$ cat config.mk
export PLATFORM = sky130hd
export DESIGN_NAME = led_seq_ctrl
export DESIGN_NICKNAME = d
export VERILOG_FILES = /design/src/rtl/led_seq_ctrl.sv
export SDC_FILE = /design/constraint.sdc
export NUM_CORES = 1
export LEC_CHECK = 0
export CAP_MARGIN = 15
export CORE_ASPECT_RATIO = 2
export CORE_MARGIN = 3
export CORE_UTILIZATION = 40
export CTS_CLUSTER_SIZE = 8
export DETAILED_ROUTE_END_ITERATION = 10
export PLACE_DENSITY_LB_ADDON = 0.15
export SYNTH_ARGS = -nofsm -noshare
export SYNTH_HDL_FRONTEND = slang
export SYNTH_SLANG_ARGS = --single-unit
export TNS_END_PERCENT = 5
$ cat constraint.sdc
create_clock -name clk_in1 -period 4.7 [get_ports clk_in1]
set_clock_uncertainty 0.2 [all_clocks]
set_input_delay 1.175 -clock clk_in1 [delete_from_list [all_inputs] [get_ports clk_in1]]
set_output_delay 1.175 -clock clk_in1 [all_outputs]
set_load 0.05 [all_outputs]
$ cat src/rtl/led_seq_ctrl.sv
// led_seq_ctrl: timed LED pattern sequencer (blink, chase, ping-pong).
// Start/stop handshake, programmable step period and step count, busy/done status.
// Optional build macro LED_PAUSE_EN adds a pause_in1 input that freezes stepping in RUN.
//
// state | meaning
// IDLE  | waiting for start, LEDs dark
// RUN   | pattern is being stepped, busy high
// DONE  | one-cycle completion pulse, LEDs dark
module led_seq_ctrl #(
    parameter int N_LEDS = 4,
    parameter int DIV_W  = 16
) (
    input  logic              clk_in1,
    input  logic              rst_in1,
    input  logic              start_in1,
    input  logic              stop_in1,
    input  logic [1:0]        mode_in1,
    input  logic [DIV_W-1:0]  period_in1,
    input  logic [7:0]        count_in1,
`ifdef LED_PAUSE_EN
    input  logic              pause_in1,
`endif
    output logic [N_LEDS-1:0] led_out1,
    output logic              busy_out1,
    output logic              done_out1
);

    typedef enum logic [1:0] {
        IDLE = 2'd0,
        RUN  = 2'd1,
        DONE = 2'd2
    } state_t;

    localparam logic [DIV_W-1:0]  PER_ONE = DIV_W'(1);
    localparam logic [N_LEDS-1:0] LED_LSB = N_LEDS'(1);

    state_t             state, state_n;
    logic [1:0]         mode_q, mode_n;
    logic [DIV_W-1:0]   period_q, period_n;
    logic [DIV_W-1:0]   presc_q, presc_n;
    logic [7:0]         count_q, count_n;
    logic [7:0]         step_q, step_n;
    logic               dir_q, dir_n;
    logic [N_LEDS-1:0]  leds_q, leds_n;
    logic [N_LEDS-1:0]  pat_next;
    logic               dir_step;
    logic               pause;

`ifdef LED_PAUSE_EN
    assign pause = pause_in1;
`else
    assign pause = 1'b0;
`endif

    // Register all sequencer state; reset returns to a dark, idle block.
    always_ff @(posedge clk_in1 or posedge rst_in1) begin
        if (rst_in1) begin
            state    <= IDLE;
            mode_q   <= 2'b00;
            period_q <= PER_ONE;
            presc_q  <= '0;
            count_q  <= '0;
            step_q   <= '0;
            dir_q    <= 1'b1;
            leds_q   <= '0;
        end else begin
            state    <= state_n;
            mode_q   <= mode_n;
            period_q <= period_n;
            presc_q  <= presc_n;
            count_q  <= count_n;
            step_q   <= step_n;
            dir_q    <= dir_n;
            leds_q   <= leds_n;
        end
    end

    // Pattern that the current one advances to on a step (dir_q = 1 means toward MSB).
    always_comb begin
        pat_next = leds_q;
        dir_step = dir_q;
        case (mode_q)
            2'b01: pat_next = (leds_q << 1) | (leds_q >> (N_LEDS - 1));
            2'b10: begin
                // A single LED has nowhere to bounce; it simply stays lit.
                if (N_LEDS > 1) begin
                    if (dir_q) begin
                        if (leds_q[N_LEDS-1]) begin
                            pat_next = leds_q >> 1;
                            dir_step = 1'b0;
                        end else begin
                            pat_next = leds_q << 1;
                        end
                    end else begin
                        if (leds_q[0]) begin
                            pat_next = leds_q << 1;
                            dir_step = 1'b1;
                        end else begin
                            pat_next = leds_q >> 1;
                        end
                    end
                end
            end
            default: pat_next = ~leds_q;
        endcase
    end

    // Next-state logic: start latching, prescaled stepping, completion and abort.
    always_comb begin
        state_n  = state;
        mode_n   = mode_q;
        period_n = period_q;
        presc_n  = presc_q;
        count_n  = count_q;
        step_n   = step_q;
        dir_n    = dir_q;
        leds_n   = leds_q;
        case (state)
            IDLE: begin
                if (start_in1 && !stop_in1) begin
                    mode_n   = mode_in1;
                    period_n = (period_in1 == '0) ? PER_ONE : period_in1;
                    count_n  = count_in1;
                    presc_n  = '0;
                    step_n   = '0;
                    dir_n    = 1'b1;
                    leds_n   = (mode_in1 == 2'b01 || mode_in1 == 2'b10) ? LED_LSB : '1;
                    state_n  = RUN;
                end
            end
            RUN: begin
                if (stop_in1) begin
                    state_n = IDLE;
                    leds_n  = '0;
                end else if (!pause) begin
                    if (presc_q == period_q - PER_ONE) begin
                        presc_n = '0;
                        step_n  = step_q + 8'd1;
                        if (count_q != 8'd0 && (step_q + 8'd1) == count_q) begin
                            state_n = DONE;
                            leds_n  = '0;
                        end else begin
                            leds_n = pat_next;
                            dir_n  = dir_step;
                        end
                    end else begin
                        presc_n = presc_q + PER_ONE;
                    end
                end
            end
            DONE: begin
                state_n = IDLE;
                leds_n  = '0;
            end
            default: begin
                state_n = IDLE;
                leds_n  = '0;
            end
        endcase
    end

    assign led_out1  = leds_q;
    assign busy_out1 = (state == RUN);
    assign done_out1 = (state == DONE);

endmodule

==> results of run 1 <==
==> through the flow <==
stage / hold slack [ns] / instance area [µm²]
global placement: 0.317 / 4250
global route: 0.355 / 4540
CTS: 0.333 / 4540
finish: 0.330 / 4540
detailed placement: 0.324 / 4250
floorplan: 0.291 / 3830
==> power groups by stage <==
stage	Clock (µW)	Sequential [µW]	Combinational [µW]
floorplan	0	694	360
global placement	0	727	481
detailed placement	0	728	489
CTS	671	721	490
global route	685	738	540
finish	651	722	488
==> routing by layer <==
layer / GRT usage / part of all wire / up-vias
li1: - / - / 1606
met1: 0.194 / 0.34 / 1649
met2: 0.398 / 0.60 / 64
met3: 0.0313 / 0.021 / 25
met4: 0.116 / 0.038 / 0
met5: 0 / 0 / -
==> cells by family (layout without fill, tap and decap cells) <==
kind of cell / count (synthesis) / in the layout / synth area share
compound gates: 96 / 96 / 0.189
buf+inv: 42 / 75 / 0.0493
mux: 30 / 30 / 0.0849
fa+ha+maj: 5 / 5 / 0.0163
simple gates: 161 / 161 / 0.216
flops: 57 / 57 / 0.373
xor+xnor: 31 / 31 / 0.0708
==> path summary, 6_finish.rpt <==
check / from / endpoint / slack (ns) / cells after the start
max in group asynchronous: rst_in1 / period_q[0]$_DFFE_PP1P_ / 2.45 / 3
setup / recovery: state[0]$_DFFE_PP0P_ / busy_out1 / 1.22 / 3
hold / removal: period_q[15]$_DFFE_PP0P_ / period_q[15]$_DFFE_PP0P_ / 0.33 / 1
setup reg to reg: period_q[1]$_DFFE_PP0P_ / step_q[6]$_DFFE_PP0P_ / 1.51 / 9
min in group asynchronous: rst_in1 / count_q[6]$_DFFE_PP0P_ / 1.12 / 2
hold reg to reg: period_q[15]$_DFFE_PP0P_ / period_q[15]$_DFFE_PP0P_ / 0.33 / 1
==> cell type report <==
| class | instances | area, µm² |
|---|---|---|
| Timing Repair Buffer | 43 | 410 |
| Clock inverter | 5 | 55.1 |
| Inverter | 16 | 60.1 |
| Multi-Input combinational cell | 323 | 2220 |
| Sequential cell | 57 | 1430 |
| Tap cell | 102 | 128 |
| Clock buffer | 11 | 243 |
| Fill cell | 832 | 4590 |
==> cell usage in the layout (no fill, tap or decap), types with 4 or more instances in the layout <==
master,n
a21oi_1,10
a22oi_1,4
a31oi_1,15
and3_1,10
buf_4,8
clkbuf_16,9
clkdlybuf4s50_1,35
dfrtp_1,55
ha_1,5
inv_1,15
mux2_2,20
mux2i_1,10
nand2_1,35
nand3_1,28
nand4_1,5
nor2_1,32
nor2b_1,6
nor3_1,13
nor4_1,7
o211ai_1,6
o21a_1,5
o21ai_0,17
o21ai_1,4
xnor2_1,15
xor2_1,16
==> synth_stat cells (4+ instances only) <==
master    instances  share of area
a22oi_1           4         0.0078
nor3_1           14          0.018
a31oi_1          15          0.024
dfrtp_1          55           0.36
a21oi_1          10          0.013
xnor2_1          15          0.034
mux2i_1          10          0.026
o21ai_0          17          0.022
nor4_1            7          0.011
nor2_1           32          0.031
nand2_1          35          0.034
nand3_1          28          0.037
clkbuf_1         18          0.018
nor2b_1           6         0.0098
o21a_1            5         0.0098
mux2_2           20          0.059
and3_1           10          0.016
nand4_1           5         0.0082
xor2_1           16          0.037
ha_1              5          0.016
o211ai_1          6          0.012
buf_2             4         0.0052
o21ai_1           4         0.0052
inv_1            16          0.016
==> state kept, by name (all words and copies together) (netlist names) <==
register  cells
period_q     16
count_q       8
dir_q         1
state         2
presc_q      16
led_out1      4
mode_q        2
step_q        8
==> results.txt, run 1 <==
Finish-stage setup viols = 0
Final core occ = 0.497
Syn_area_per_cell = 9.08 µm²
Root buffer cell = clkbuf_16
Relative slew slack = 0.481
RSZ-0062 raised after global routing = no
CP peak stage delay = 0.81 ns
Net Sw Frac = 0.342
Fin cells = 557
DR WL/cell = 18.4 µm
Pin count of the biggest net entering global routing = 37
Initial antenna violation count = 0
Clk pin slew, worst setup/hold paths = 0.05 ns
Die width = 75.2 µm
FP Rows = 49
Drc violations = 0
Max-cap viol count = 0
Core Box Area = 0.00914 mm²
Die Y = 144 µm
Avg Vias per Cell = 6.00
Routed vias = 3344
GP Congestion = 0.842
Flops & latches, synth = 57
Antenna cells = 0
CP max FO = 11
Worst Path Required = 3.32 ns
Number of synthesis warnings = 0
Internal = 1220 µW
Async SR Flop Fraction = 1.00
Iter 0 DRT Violations = 182
Cells after synthesis = 422
Setup crit start kind = flip-flop
Top cell family by delay on the critical path = buffers and inverters
Hold buffers post-CTS = 0
# clock sinks = 57
Grt ovf = 0
Power share of the combinational group = 0.262
Synth Flop Type = dfrtp_1
Critical Path End Type = output port
WP data arrival = 2.10 ns
Power Total = 1860 µW
Share of cells above drive strength 1 = 0.143
Initial DRT Pass Iterations = 4
Die area = 0.0109 mm²
Synth unique cells = 69
Post-synth EDFFs = 0
Critical path class = flip-flop to output port
Status = finished, final reports clean
CTS H-tree depth = 3
Max Freq = 0.287 GHz
Net Sw Power = 637 µW
Number of global-route vias before repair = 3372
Setup slack after layout = 1.22 ns
Share of power burned in the clock network = 0.350
Mapped cell area = 0.00383 mm²
Seq/Total Area, Yosys = 0.373
Setup TNS Final = 0 ns
Placed Instances = 541
Final ANT Viol Nets = 0
Setup Buffers After CTS = 0
Routed WL = 10.3 mm
Hold WC Path Type = flip-flop to flip-flop
Slew Viols, Final = 0
Sequential power share = 0.388
Cts bufs inserted = 9
CP cell instances = nand2b_1 -> inv_1 -> clkdlybuf4s50_1
CTS resizes = 0
Worst Tran Pin Value = 0.778 ns
Detailed placer's ending HPWL = 7.89 mm
Starting Density = 0.420
Leakage = 0.00181 µW
Tcrit/Tclk final = 0.740
Longest Clk Path Bufs = 2
Worst-Skew Late Latency = 0.33 ns
Slowest-stage cell, CP = clkdlybuf4s50_1
Total GRT Usage = 0.206
Tmin final = 3.48 ns
First-pass GRT wire length = 16.7 mm
CP bufs+invs = 2
CTS tree = done
PwrDens = 410 mW/mm²
Fin. Hold Viols = 0
Pre-CTS setup slack = 1.37 ns
Post-Syn Nets = 457
Layout area overhead = 18.6%
Worst vdd ir = 0.000237 V
I/O pin count = 36
Final nets = 485
PortBufs = 35
Power figures use the tool's default switching activity.
==> inputs of run 2 (changes only) <==
clock period = 3.3 ns   (was 4.7 ns; I/O delays follow)
==> results.txt, run 2 (synthesized netlist as in run 1, its figures left out) <==
Status = finished, final reports clean (unchanged)
WP data arrival = 3.04 ns (was 2.10 ns)
Total GRT Usage = 0.203 (was 0.206)
PwrDens = 605 mW/mm² (was 410 mW/mm²)
Top Registers = period_q: 16 flops, presc_q: 16 flops (unchanged)
Routed vias = 3365 (was 3344)
Grt ovf = 0 (unchanged)
Hold WC Path Type = flip-flop to flip-flop (unchanged)
Layout area overhead = 22.2% (was 18.6%)
Worst-Skew Late Latency = 0.33 ns (about the same)
Hold buffers post-CTS = 0 (unchanged)
Critical path origin = period_q[1]$_DFFE_PP0P_ (was state[0]$_DFFE_PP0P_)
Clk pin slew, worst setup/hold paths = 0.05 ns (about the same)
Critical path class = flip-flop to flip-flop (was flip-flop to output port)
Die Y = 144 µm (unchanged)
Initial antenna violation count = 0 (unchanged)
Sequential power share = 0.360 (was 0.388)
Die width = 75.2 µm (unchanged)
Max Freq = 0.329 GHz
Relative slew slack = 0.521 (was 0.481)
Worst vdd ir = 0.000360 V (was 0.000237 V)
CTS tree = done (unchanged)
Fin. Hold Viols = 0 (unchanged)
Final instance area = 0.00468 mm² (was 0.00454 mm²)
Max-cap viol count = 0 (unchanged)
RSZ-0062 raised after global routing = no (unchanged)
Slew Viols, Final = 0 (unchanged)
Detailed placer's ending HPWL = 7.51 mm (was 7.89 mm)
Core Box Area = 0.00914 mm² (unchanged)
R2R Setup Slk = 0.26 ns (was 1.51 ns)
Starting Density = 0.420 (unchanged)
Drc violations = 0 (unchanged)
CP peak stage delay = 0.49 ns (was 0.81 ns)
Root buffer cell = clkbuf_16 (unchanged)
Finish-stage setup viols = 0 (unchanged)
DR WL/cell = 18.0 µm (was 18.4 µm)
Net Sw Frac = 0.325 (was 0.342)
Fin Hold WS = 0.325 ns (was 0.330 ns)
Avg Vias per Cell = 5.98 (was 6.00)
Antenna cells = 0 (unchanged)
Pin count of the biggest net entering global routing = 58 (was 37)
Tmin final = 3.04 ns
Routed WL = 10.1 mm (was 10.3 mm)
Setup slack after layout = 0.265 ns (was 1.22 ns)
Fin cells = 563 (was 557)
Filler Cell Count = 842 (was 832)
Final ANT Viol Nets = 0 (unchanged)
Tcrit/Tclk final = 0.920
PortBufs = 35 (unchanged)
CP max FO = 8 (was 11)
Final nets = 491 (was 485)
Worst r2r src = period_q[1]$_DFFE_PP0P_ (unchanged)
Most frequent cells in the layout = dfrtp_1, nand2_1, clkdlybuf4s50_1, nor2_1, nand3_1 (unchanged)
Pre-CTS setup slack = 0.129 ns (was 1.37 ns)
Longest Clk Path Bufs = 2 (unchanged)
Worst setup path endpoint = step_q[6]$_DFFE_PP0P_ (was busy_out1)
FP Rows = 49 (unchanged)
Worst Tran Pin Value = 0.711 ns (was 0.778 ns)
Initial DRT Pass Iterations = 5 (was 4)
Power share of the combinational group = 0.248 (was 0.262)
Commonest non-fill, non-tap cell in the layout = dfrtp_1 (unchanged)
First-pass GRT wire length = 16.5 mm (was 16.7 mm)
Worst Path Required = 3.30 ns (was 3.32 ns)
Reg2reg path depth = 9 (unchanged)
GP Congestion = 0.889 (was 0.842)
Number of global-route vias before repair = 3362 (was 3372)
I/O pin count = 36 (unchanged)
Placed instance area = 0.00430 mm² (was 0.00425 mm²)
# clock sinks = 57 (unchanged)
Share of cells above drive strength 1 = 0.158 (was 0.143)
Reg2Reg Capture Point = step_q[6]$_DFFE_PP0P_ (unchanged)
Leakage = 0.00187 µW (was 0.00181 µW)
Share of power burned in the clock network = 0.391 (was 0.350)
CP cell instances = inv_1 -> ha_1 -> nor4b_4 -> nand4_1 -> xnor2_1 -> a2111oi_4 -> o2111a_1 -> or2_1 -> a31oi_1 (was nand2b_1 -> inv_1 -> clkdlybuf4s50_1)
Critical Path End Type = flip-flop (was output port)
Setup crit start kind = flip-flop (unchanged)
CTS H-tree depth = 3 (unchanged)
Iter 0 DRT Violations = 204 (was 182)
Setup TNS Final = 0 ns (unchanged)
Slowest-stage cell, CP = a2111oi_4 (was clkdlybuf4s50_1)
Die area = 0.0109 mm² (unchanged)
Net Sw Power = 920 µW (was 637 µW)
Internal = 1910 µW (was 1220 µW)
Cts bufs inserted = 9 (unchanged)
Placed Instances = 547 (was 541)
==> run 2: through the flow <==
step                      utilization  total power (µW)
final                           0.513              2830
after global routing            0.513              2980
after CTS                       0.510              2850
after detailed placement        0.471              1730
after global placement          0.471              1710
after floorplan                     -              1500
==> run 2: worst min path at each step <==
stage                           start                      to  cells past startpoint
4_1_cts        count_q[5]$_DFFE_PP0P_  count_q[5]$_DFFE_PP0P_                      1
3_3_place_gp   count_q[5]$_DFFE_PP0P_  count_q[5]$_DFFE_PP0P_                      1
2_1_floorplan   step_q[6]$_DFFE_PP0P_   step_q[6]$_DFFE_PP0P_                      1
3_5_place_dp   count_q[5]$_DFFE_PP0P_  count_q[5]$_DFFE_PP0P_                      1
5_1_grt        count_q[5]$_DFFE_PP0P_  count_q[5]$_DFFE_PP0P_                      1
6_report       count_q[5]$_DFFE_PP0P_  count_q[5]$_DFFE_PP0P_                      1
==> run 2: metal layers <==
metal  vias up  routed length, µm  part of all wire  GRT usage
met5         -                  0                 0          0
met4         0                345             0.034     0.0977
met3        21                291             0.029     0.0334
met2        78               5810              0.57      0.385
met1      1640               3680              0.36      0.206
li1       1626                  -                 -          -
==> run 2: area by class of cell <==
| type | count | area (µm²) | area share |
|---|---|---|---|
| clock buffer | 10 | 239 | 0.0510 |
| clock inverter | 6 | 115 | 0.0246 |
| inverter | 16 | 60.1 | 0.0128 |
| multi-input combinational | 323 | 2240 | 0.479 |
| sequential | 57 | 1430 | 0.305 |
| tap | 102 | 128 | 0.0273 |
| timing repair buffer | 49 | 468 | 0.0999 |
==> run 2: worst max-delay path, delay by kind of cell (launching register included) <==
family                   cells  cell delay, ns
XOR/XNOR                     1            0.20
buffers and inverters        1            0.08
adder cells (fa/ha/maj)      1            0.21
AO/OA/AOI/OAI                3            1.06
flip-flops                   1            0.39
AND/OR/NAND/NOR              3            0.76
==> run 2: power groups by stage <==
stage	logic, µW	registers [µW]	clock network (µW)
6_report	703	1020	1110
5_1_grt	786	1050	1150
4_1_cts	706	1020	1130
3_5_place_dp	701	1030	0
3_3_place_gp	691	1020	0
2_1_floorplan	513	989	0
==> run 2: timing repair <==
item	4_1_cts	5_1_grt
endpoints found under the setup margin	0	14
buffers inserted	0	0
gates resized for setup	0	3
==> inputs of run 3 (changes only) <==
GPL_TIMING_DRIVEN = 0   (was default)
TNS_END_PERCENT = 20   (was 5)
==> results.txt, run 3 (synthesized netlist as in run 1, its figures left out) <==
Drc violations = 0 (unchanged)
R2R Setup Slk = 0.31 ns (was 0.26 ns)
FP Rows = 49 (unchanged)
CP bufs+invs = 3 (was 1)
Cts bufs inserted = 9 (unchanged)
Share of power burned in the clock network = 0.395 (was 0.391)
Tcrit/Tclk final = 0.944 (was 0.920)
Most frequent cells in the layout = dfrtp_1, nand2_1, clkdlybuf4s50_1, nor2_1, nand3_1 (unchanged)
PortBufs = 35 (unchanged)
Tmin final = 3.11 ns (was 3.04 ns)
Relative slew slack = 0.569 (was 0.521)
Worst r2r src = period_q[1]$_DFFE_PP0P_ (unchanged)
Fin. Hold Viols = 0 (unchanged)
Avg Vias per Cell = 5.97 (was 5.98)
Power Total = 2870 µW (was 2830 µW)
Final nets = 505 (was 491)
Final core occ = 0.515 (was 0.513)
Hold_sp = count_q[5]$_DFFE_PP0P_ (unchanged)
CP cell instances = clkdlybuf4s50_1 -> nand2b_1 -> nor3_2 -> buf_2 -> clkbuf_1 -> mux2_2 (was inv_1 -> ha_1 -> nor4b_4 -> nand4_1 -> xnor2_1 -> a2111oi_4 -> o2111a_1 -> or2_1 -> a31oi_1)
Clk pin slew, worst setup/hold paths = 0.05 ns (about the same)
Wl on met1 = 3.74 mm (was 3.68 mm)
First-pass GRT wire length = 17.7 mm (was 16.5 mm)
Filler Cell Count = 845 (was 842)
DR WL/cell = 18.8 µm (was 18.0 µm)
Detailed placer's ending HPWL = 8.37 mm (was 7.51 mm)
Worst Tran Pin Value = 0.641 ns (was 0.711 ns)
RSZ-0062 raised after global routing = no (unchanged)
Reg2Reg Capture Point = state[0]$_DFFE_PP0P_ (was step_q[6]$_DFFE_PP0P_)
Die width = 75.2 µm (unchanged)
Iter 0 DRT Violations = 225 (was 204)
Initial antenna violation count = 0 (unchanged)
Grt ovf = 0 (unchanged)
Hold buffers post-CTS = 0 (unchanged)
Register area = 0.00143 mm² (unchanged)
I/O pin count = 36 (unchanged)
Finish-stage setup viols = 0 (unchanged)
Antenna cells = 0 (unchanged)
Longest Clk Path Bufs = 2 (unchanged)
Setup crit start kind = input pin (was flip-flop)
Internal = 1970 µW (was 1910 µW)
PwrDens = 610 mW/mm² (was 605 mW/mm²)
Initial DRT Pass Iterations = 7 (was 5)
Pin count of the biggest net entering global routing = 43 (was 58)
Share of cells above drive strength 1 = 0.141 (was 0.158)
Status = finished, final reports clean (unchanged)
Placed instance area = 0.00434 mm² (was 0.00430 mm²)
Top cell family by delay on the critical path = buffers and inverters (was compound AO/OA/AOI/OAI gates)
CTS tree = done (unchanged)
Net Sw Power = 907 µW (was 920 µW)
Max-cap viol count = 0 (unchanged)
Met2 wire len = 6.53 mm (was 5.81 mm)
Routed WL = 10.8 mm (was 10.1 mm)
Total GRT Usage = 0.216 (was 0.203)
Final instance area = 0.00471 mm² (was 0.00468 mm²)
Critical path class = input pin to flip-flop (was flip-flop to flip-flop)
Setup TNS Final = 0 ns (unchanged)
Max Freq = 0.321 GHz (was 0.329 GHz)
Die area = 0.0109 mm² (unchanged)
Hold EP = count_q[5]$_DFFE_PP0P_ (unchanged)
Worst Path Required = 3.31 ns (was 3.30 ns)
Sequential power share = 0.344 (was 0.360)
WHS Path Cells = 1 (unchanged)
Metal3 WL = 297 µm (was 291 µm)
Final ANT Viol Nets = 0 (unchanged)
Top sig layer = met4 (unchanged)
CP peak stage delay = 0.52 ns (was 0.49 ns)
Leakage = 0.00189 µW (was 0.00187 µW)
Top Registers = period_q: 16 flops, presc_q: 16 flops (unchanged)
Root buffer cell = clkbuf_16 (unchanged)
Slowest-stage cell, CP = clkbuf_1 (was a2111oi_4)
Core Box Area = 0.00914 mm² (unchanged)
Fin cells = 577 (was 563)
Slew Viols, Final = 0 (unchanged)
Die Y = 144 µm (unchanged)
GP Congestion = 0.905 (was 0.889)
CTS H-tree depth = 3 (unchanged)
Reg2reg path depth = 11 (was 9)
Placed Instances = 561 (was 547)
Routed vias = 3446 (was 3365)
Number of global-route vias before repair = 3644 (was 3362)
Multi-input logic area = 0.00223 mm² (was 0.00224 mm²)
Worst vdd ir = 0.000366 V (was 0.000360 V)
Net Sw Frac = 0.316 (was 0.325)
Hold WC Path Type = flip-flop to flip-flop (unchanged)
CP Depth = 6 (was 9)
# clock sinks = 57 (unchanged)
Worst-Skew Late Latency = 0.33 ns (about the same)
Power share of the combinational group = 0.261 (was 0.248)
Layout area overhead = 22.9% (was 22.2%)
Commonest non-fill, non-tap cell in the layout = dfrtp_1 (unchanged)
CP max FO = 10 (was 8)
Critical Path End Type = flip-flop (unchanged)
WP data arrival = 3.12 ns (was 3.04 ns)
Starting Density = 0.420 (unchanged)
-- run 3: stage by stage --
| stage | worst slack [ns] | hold slack [ns] |
|---|---|---|
| 2_1_floorplan | 0.612 | 0.291 |
| 3_3_place_gp | -0.591 | 0.313 |
| 3_5_place_dp | -0.381 | 0.321 |
| 4_1_cts | 0.157 | 0.332 |
| 5_1_grt | 0.0503 | 0.354 |
| 6_report | 0.186 | 0.333 |
-- run 3: repair_timing --
action	4_1_cts	5_1_grt
gates resized for setup	1	1
gates cloned	0	0
setup endpoints to repair	10	15
setup buffers	0	0
pin swaps	0	0
-- run 3: final cells by class --
type | count | share of cell area
plain buffers | 26 | 0.0274
inverters | 16 | 0.0128
multi-input cells | 323 | 0.473
clock buffers | 10 | 0.0486
flip-flops and latches | 57 | 0.303
well taps | 102 | 0.0271
repair buffers | 37 | 0.0797
clock inverters | 6 | 0.0276
-- run 3: worst max-delay path by stage --
| stage | startpoint | endpoint | slack [ns] |
|---|---|---|---|
| global route | state[1]$_DFFE_PP0P_ | done_out1 | 0.05 |
| global placement | stop_in1 | count_q[2]$_DFFE_PP0P_ | -0.59 |
| floorplan | period_q[1]$_DFFE_PP0P_ | state[0]$_DFFE_PP0P_ | 0.61 |
| CTS | state[1]$_DFFE_PP0P_ | done_out1 | 0.16 |
| finish | stop_in1 | count_q[1]$_DFFE_PP0P_ | 0.19 |
| detailed placement | stop_in1 | period_q[14]$_DFFE_PP0P_ | -0.38 |
-- run 3: power by group through the flow --
stage	combinational, µW	sequential [µW]	clock, µW
6_report	751	988	1130
5_1_grt	826	1010	1180
4_1_cts	752	986	1150
3_5_place_dp	744	997	0
3_3_place_gp	725	993	0
2_1_floorplan	513	989	0
-- run 3: per-layer routing --
| metal | vias to the layer above | global-route usage |
|---|---|---|
| met2 | 75 | 0.428 |
| met5 | - | 0 |
| met4 | 0 | 0.0848 |
| met3 | 20 | 0.0362 |
| li1 | 1646 | - |
| met1 | 1705 | 0.209 |
